**src/rtl/cpu_mux_pkg.sv**
```systemverilog
// Shared types and defaults for the CPU datapath stream multiplexers.
package cpu_mux_pkg;

  localparam int unsigned DEFAULT_DATA_W = 16;

  typedef enum logic {
    MUX_FIXED = 1'b0,
    MUX_RR    = 1'b1
  } mux_mode_e;

endpackage

```
**src/rtl/rr_arbiter.sv**
```systemverilog
// Combinational round-robin arbiter: grants the first requester after ptr, wrapping.
module rr_arbiter
  import cpu_mux_pkg::*;
#(
  parameter int unsigned N_CH  = 4,
  parameter int unsigned SEL_W = $clog2(N_CH)
) (
  input  logic [N_CH-1:0]  req,
  input  logic [SEL_W-1:0] ptr,
  output logic [N_CH-1:0]  gnt,
  output logic [SEL_W-1:0] gnt_idx
);

  logic [2*N_CH-1:0] dbl;
  logic [N_CH-1:0]   rot;
  logic              found;
  int unsigned       pos;

  // Rotate so bit 0 is the channel just after ptr, then take the lowest set bit.
  always_comb begin
    dbl     = {req, req} >> (32'(ptr) + 32'd1);
    rot     = dbl[N_CH-1:0];
    gnt     = '0;
    gnt_idx = '0;
    found   = 1'b0;
    pos     = 0;
    for (int unsigned k = 0; k < N_CH; k++) begin
      if (!found && rot[k]) begin
        found = 1'b1;
        pos   = (32'(ptr) + 32'd1 + k) % N_CH;
      end
    end
    if (found) begin
      gnt     = N_CH'(1) << pos;
      gnt_idx = SEL_W'(pos);
    end
  end

endmodule

```
**src/rtl/stream_mux_rr.sv**
```systemverilog
// N-channel registered stream mux with valid/ready handshakes and
// runtime choice between fixed select and round-robin arbitration.
module stream_mux_rr
  import cpu_mux_pkg::*;
#(
  parameter int unsigned N_CH   = 4,
  parameter int unsigned DATA_W = DEFAULT_DATA_W,
  parameter int unsigned SEL_W  = $clog2(N_CH)
) (
  input  logic                     clk,
  input  logic                     rst,
  input  logic                     mode_rr,
  input  logic [SEL_W-1:0]         sel,
  input  logic [N_CH-1:0]          in_valid,
  input  logic [N_CH*DATA_W-1:0]   in_data,
  output logic [N_CH-1:0]          in_ready,
  output logic                     out_valid,
  output logic [DATA_W-1:0]        out_data,
  output logic [SEL_W-1:0]         out_grant,
  input  logic                     out_ready
);

  logic [SEL_W-1:0]  rr_ptr;
  logic [N_CH-1:0]   rr_gnt;
  logic [SEL_W-1:0]  rr_idx;
  logic              load_en;
  logic              cand_ok;
  logic [SEL_W-1:0]  cand;
  logic [DATA_W-1:0] cand_data;
  logic              xfer;
  logic              is_rr;

  assign is_rr = (mux_mode_e'(mode_rr) == MUX_RR);

  rr_arbiter #(
    .N_CH  (N_CH),
    .SEL_W (SEL_W)
  ) u_arb (
    .req     (in_valid),
    .ptr     (rr_ptr),
    .gnt     (rr_gnt),
    .gnt_idx (rr_idx)
  );

  // Candidate channel and ready gating; ready only opens when the output register can load.
  always_comb begin
    load_en   = !out_valid || out_ready;
    cand      = '0;
    cand_ok   = 1'b0;
    in_ready  = '0;
    cand_data = '0;
    if (is_rr) begin
      cand    = rr_idx;
      cand_ok = |rr_gnt;
    end else begin
      cand    = sel;
      cand_ok = (32'(sel) < N_CH);
    end
    if (cand_ok && load_en) begin
      in_ready = N_CH'(1) << cand;
    end
    for (int unsigned i = 0; i < N_CH; i++) begin
      if (cand == SEL_W'(i)) begin
        cand_data = in_data[i*DATA_W +: DATA_W];
      end
    end
  end

  assign xfer = |(in_valid & in_ready);

  // Output register and round-robin pointer; fixed-mode loads leave the pointer alone.
  always_ff @(posedge clk or posedge rst) begin
    if (rst) begin
      out_valid <= 1'b0;
      out_data  <= '0;
      out_grant <= '0;
      rr_ptr    <= SEL_W'(N_CH - 1);
    end else begin
      if (xfer) begin
        out_valid <= 1'b1;
        out_data  <= cand_data;
        out_grant <= cand;
        if (is_rr) begin
          rr_ptr <= cand;
        end
      end else if (out_ready) begin
        out_valid <= 1'b0;
      end
    end
  end

endmodule
```
**config.mk**
```make
export PLATFORM = sky130hd
export DESIGN_NAME = stream_mux_rr
export DESIGN_NICKNAME = d
export VERILOG_FILES = /design/src/rtl/cpu_mux_pkg.sv /design/src/rtl/rr_arbiter.sv /design/src/rtl/stream_mux_rr.sv
export SDC_FILE = /design/constraint.sdc
export NUM_CORES = 1
export LEC_CHECK = 0
export ABC_AREA = 1
export ABC_CLOCK_PERIOD_IN_PS = 4300
export BUFFER_PORTS_ARGS = -buffer_cell sky130_fd_sc_hd__buf_2
export CAP_MARGIN = 40
export CORE_ASPECT_RATIO = 2
export CORE_MARGIN = 4
export CORE_UTILIZATION = 30
export CTS_CLUSTER_DIAMETER = 60
export DETAILED_ROUTE_END_ITERATION = 6
export HOLD_SLACK_MARGIN = 0.06
export PLACE_DENSITY_LB_ADDON = 0.15
export SETUP_SLACK_MARGIN = 0.02
export SLEW_MARGIN = 15
export SYNTH_ARGS = -nofsm -noshare
export SYNTH_HDL_FRONTEND = slang
export SYNTH_HIERARCHICAL = 1
export SYNTH_SLANG_ARGS = --single-unit
```
**constraint.sdc**
```tcl
create_clock -name clk -period 4.3 [get_ports clk]
set_input_delay 0.215 -clock clk [delete_from_list [all_inputs] [get_ports clk]]
set_output_delay 0.215 -clock clk [all_outputs]
set_load 0.05 [all_outputs]
```
==> summary.txt <==
Outcome
  • Status: completed

Finish
  • Final nets: 421
  • Fillers: 660
  • Most common cell after layout, fill and taps aside: buf_2
  • Most frequent cells in the layout: buf_2, nand2_1, nand2_2
  • Ant diodes: 0
  • Footprint of the multi-input gates: 1090 sq um
  • Final core utilization: 41.3%
  • Fraction of layout cells with a size suffix above 1: 46.0%
  • Layout area overhead: 32.1%
  • Non-filler instance count after layout: 407
  • Register area: 528 sq um

Drt
  • Remaining antenna violation count: 0
  • DRC: 0
  • Routed len/inst: 13.4 microns
  • Vias post-DR: 1969
  • Iter 0 DRT Violations: 78
  • Pre-antenna DRT Iters: 4
  • WL final: 5.46 mm
  • Via-per-instance ratio: 4.84

Floorplan
  • Core ar.: 5760 sq um
  • Die X-Extent: 62.8 microns
  • Die outline height: 118 microns
  • Row Count: 39
  • Top-Level Pins: 97
  • Die area: 7380 sq um
  • Initial Util: 31.2%

Yosys
  • Register area share after synthesis: 29.3%
  • Synth area leader: dfrtp_1
  • Mapped Cells: 255
  • Syn Area/Cell: 7.06 sq um
  • Yosys warning count: 6
  • Post-synthesis cell type count: 28
  • Net Count, Synth: 329
  • Cell Area, Synth: 1800 sq um
  • Yosys reg bits: 21
  • Yosys top cell area share: 26.4%
  • Synth top area cells: dfrtp_1, nand2_1, nand2_2

Clock tree
  • Skew-Pair Late Insertion Delay: 0.25 ns
  • Clk sinks: 21
  • Post-CTS sizing: 0
  • Root Buffer: clkbuf_16
  • Inserted Clock Buffers: 3
  • Clock Tree Buf Depth: 2
  • Htree depth: 1
  • Clock transition at the registers of the reported paths: 0.06 ns
  • CTS tree: built

STA
  • Final Hold Vio Count: 0
  • Max Slew Vio Count: 0
  • Slew @ Worst Pin: 0.533 ns
  • Setup violators final: 0
  • Tmin final: 3.11 ns
  • Period utilization: 72.3%
  • RSZ-0062 raised after global routing: no
  • Slew Limit Headroom: 64.5%
  • Peak Freq: 0.322 GHz
  • Worst Clk Skew: 0.00395 ns
  • Total Neg Setup Slack: 0 ns

Global route
  • Vias in the first global route: 2096
  • Met3 GRT Util: 2.20%
  • GR peak layer: met2
  • First-pass GRT wire length: 9.25 mm
  • Number of antenna violations at the first check in global routing: 0
  • Gr usage total: 15.5%
  • Met1 Use GR: 15.2%
  • Largest net degree at the start of global routing: 37
  • Grt total ovfl: 0
  • Met2 usage: 31.8%

Worst setup path
  • Req. time, crit path: 4.09 ns
  • Delay of the slowest critical-path stage: 0.67 ns
  • Reg-to-reg startpoint: rr_ptr[0]
  • Data arrival, critical path: 2.89 ns
  • Crit end category: primary output
  • FF-to-FF End: out_data[0]
  • Worst path slowest cell: dfstp_2
  • Crit path kind: register to primary output
  • Critical-path cell list: nand2_1 -> nand2_2 -> inv_2 -> nand2_1 -> o21ai_0 -> nand3_1 -> nand3_2 -> inv_1 -> inv_1 -> nand2_1 -> nand2_2 -> nor2_4 -> inv_1 -> nor2_1 -> buf_2
  • Worst Setup Start Kind: register
  • R2r setup slk: 1.55 ns
  • Crit Path Max Fanout: 14
  • Worst R2R Path Depth: 15

Hold path
  • Worst hold stages: 3
  • HP Class: primary input to register
  • Hold EP: out_data[1]
  • Min-delay src: in_data[49]

Place
  • Placed Cells: 402
  • Gpl congestion: 0.832
  • HPWL Detailed: 4.63 mm
  • IO Port Bufs: 96

Power and ir drop
  • Power density cells: 887 nW/um^2
  • VDD IR max: 260 uV
  • Leak: 1.30 nW
  • Final Total Pwr: 2.11 mW

Run
  • Max_cap viols: 0
==> registers in the layout, indices dropped and copies added (netlist names) <==
name       cells
out_data      16
out_valid      1
out_grant      2
rr_ptr         2
==> synthesized netlist by cell type <==
| cell type | number |
|---|---|
| nor2_1 | 5 |
| buf_2 | 2 |
| inv_2 | 3 |
| buf_4 | 1 |
| nand2_1 | 87 |
| nor2_2 | 3 |
| inv_4 | 1 |
| nor2_4 | 3 |
| nor3_1 | 1 |
| inv_8 | 1 |
| clkbuf_1 | 2 |
| nand3_2 | 3 |
| dfstp_2 | 2 |
| o21ai_0 | 8 |
| buf_6 | 5 |
| xnor2_1 | 1 |
| buf_8 | 1 |
| dfrtp_1 | 19 |
| nand2_2 | 25 |
| clkinv_1 | 1 |
| o21ai_2 | 10 |
| nand3_1 | 21 |
| nand2_4 | 6 |
| o21ai_1 | 7 |
| a21oi_1 | 12 |
| nor2_8 | 2 |
| nand4_1 | 9 |
| inv_1 | 14 |
==> power by group <==
group          switching, mW  total [mW]  leakage, nW  internal (mW)
Combinational           1.10        1.54         1.01          0.432
Sequential            0.0698       0.375        0.258          0.306
Clock                 0.0699       0.196       0.0382          0.126
Total                   1.24        2.11         1.30          0.864
==> how the worst max path moves through the flow <==
stage / slack, ns / from / endpoint / cells after the start
2_1_floorplan: 1.48 / rr_ptr[0] / in_ready[2] / 15
3_3_place_gp: 1.49 / rr_ptr[0] / in_ready[3] / 15
3_5_place_dp: 1.43 / rr_ptr[0] / in_ready[3] / 15
4_1_cts: 1.16 / rr_ptr[0] / in_ready[3] / 15
5_1_grt: 0.96 / rr_ptr[0] / in_ready[3] / 15
6_report: 1.19 / rr_ptr[0] / in_ready[3] / 15
==> worst max-delay path, delay by kind of cell, from the launching register on <==
kind | cells | cell delay, ns
simple gates | 9 | 1.16
flops | 1 | 0.67
compound gates | 1 | 0.08
buf+inv | 5 | 0.70
==> per-layer routing <==
metal,routed length [microns],up-vias
li1,-,1008
met1,1830,897
met2,3260,60
met3,285,4
met4,79,0
met5,0,-
==> area by class of cell <==
cell class,instances,area share (%)
multi-input combinational,203,45.9
inverter,20,3.58
clock buffer,4,3.32
timing repair buffer,98,21.8
tap,61,3.21
sequential,21,22.2
==> cells by family (layout without fill, tap and decap cells) <==
group	count (synthesis)	in the layout	synth area share [%]
xor+xnor	1	1	0.487
flops	21	21	29.3
buf+inv	31	122	10.1
simple gates	165	165	47.7
compound gates	37	37	12.4
==> metrics by stage <==
stage	hold WS, ns	setup WS, ns	cell area [sq um]
6_report	0.224	1.19	2380
5_1_grt	0.240	0.958	2380
4_1_cts	0.226	1.16	2380
3_5_place_dp	0.149	1.43	2290
3_3_place_gp	0.423	1.49	2260
2_1_floorplan	0.190	1.48	1800
==> what timing repair did <==
item	in CTS	in global routing
setup buffers	0	0
endpoints found under the hold margin	3	0
hold buffers	1	0
No activity file was read; power rests on OpenSTA's default activity.
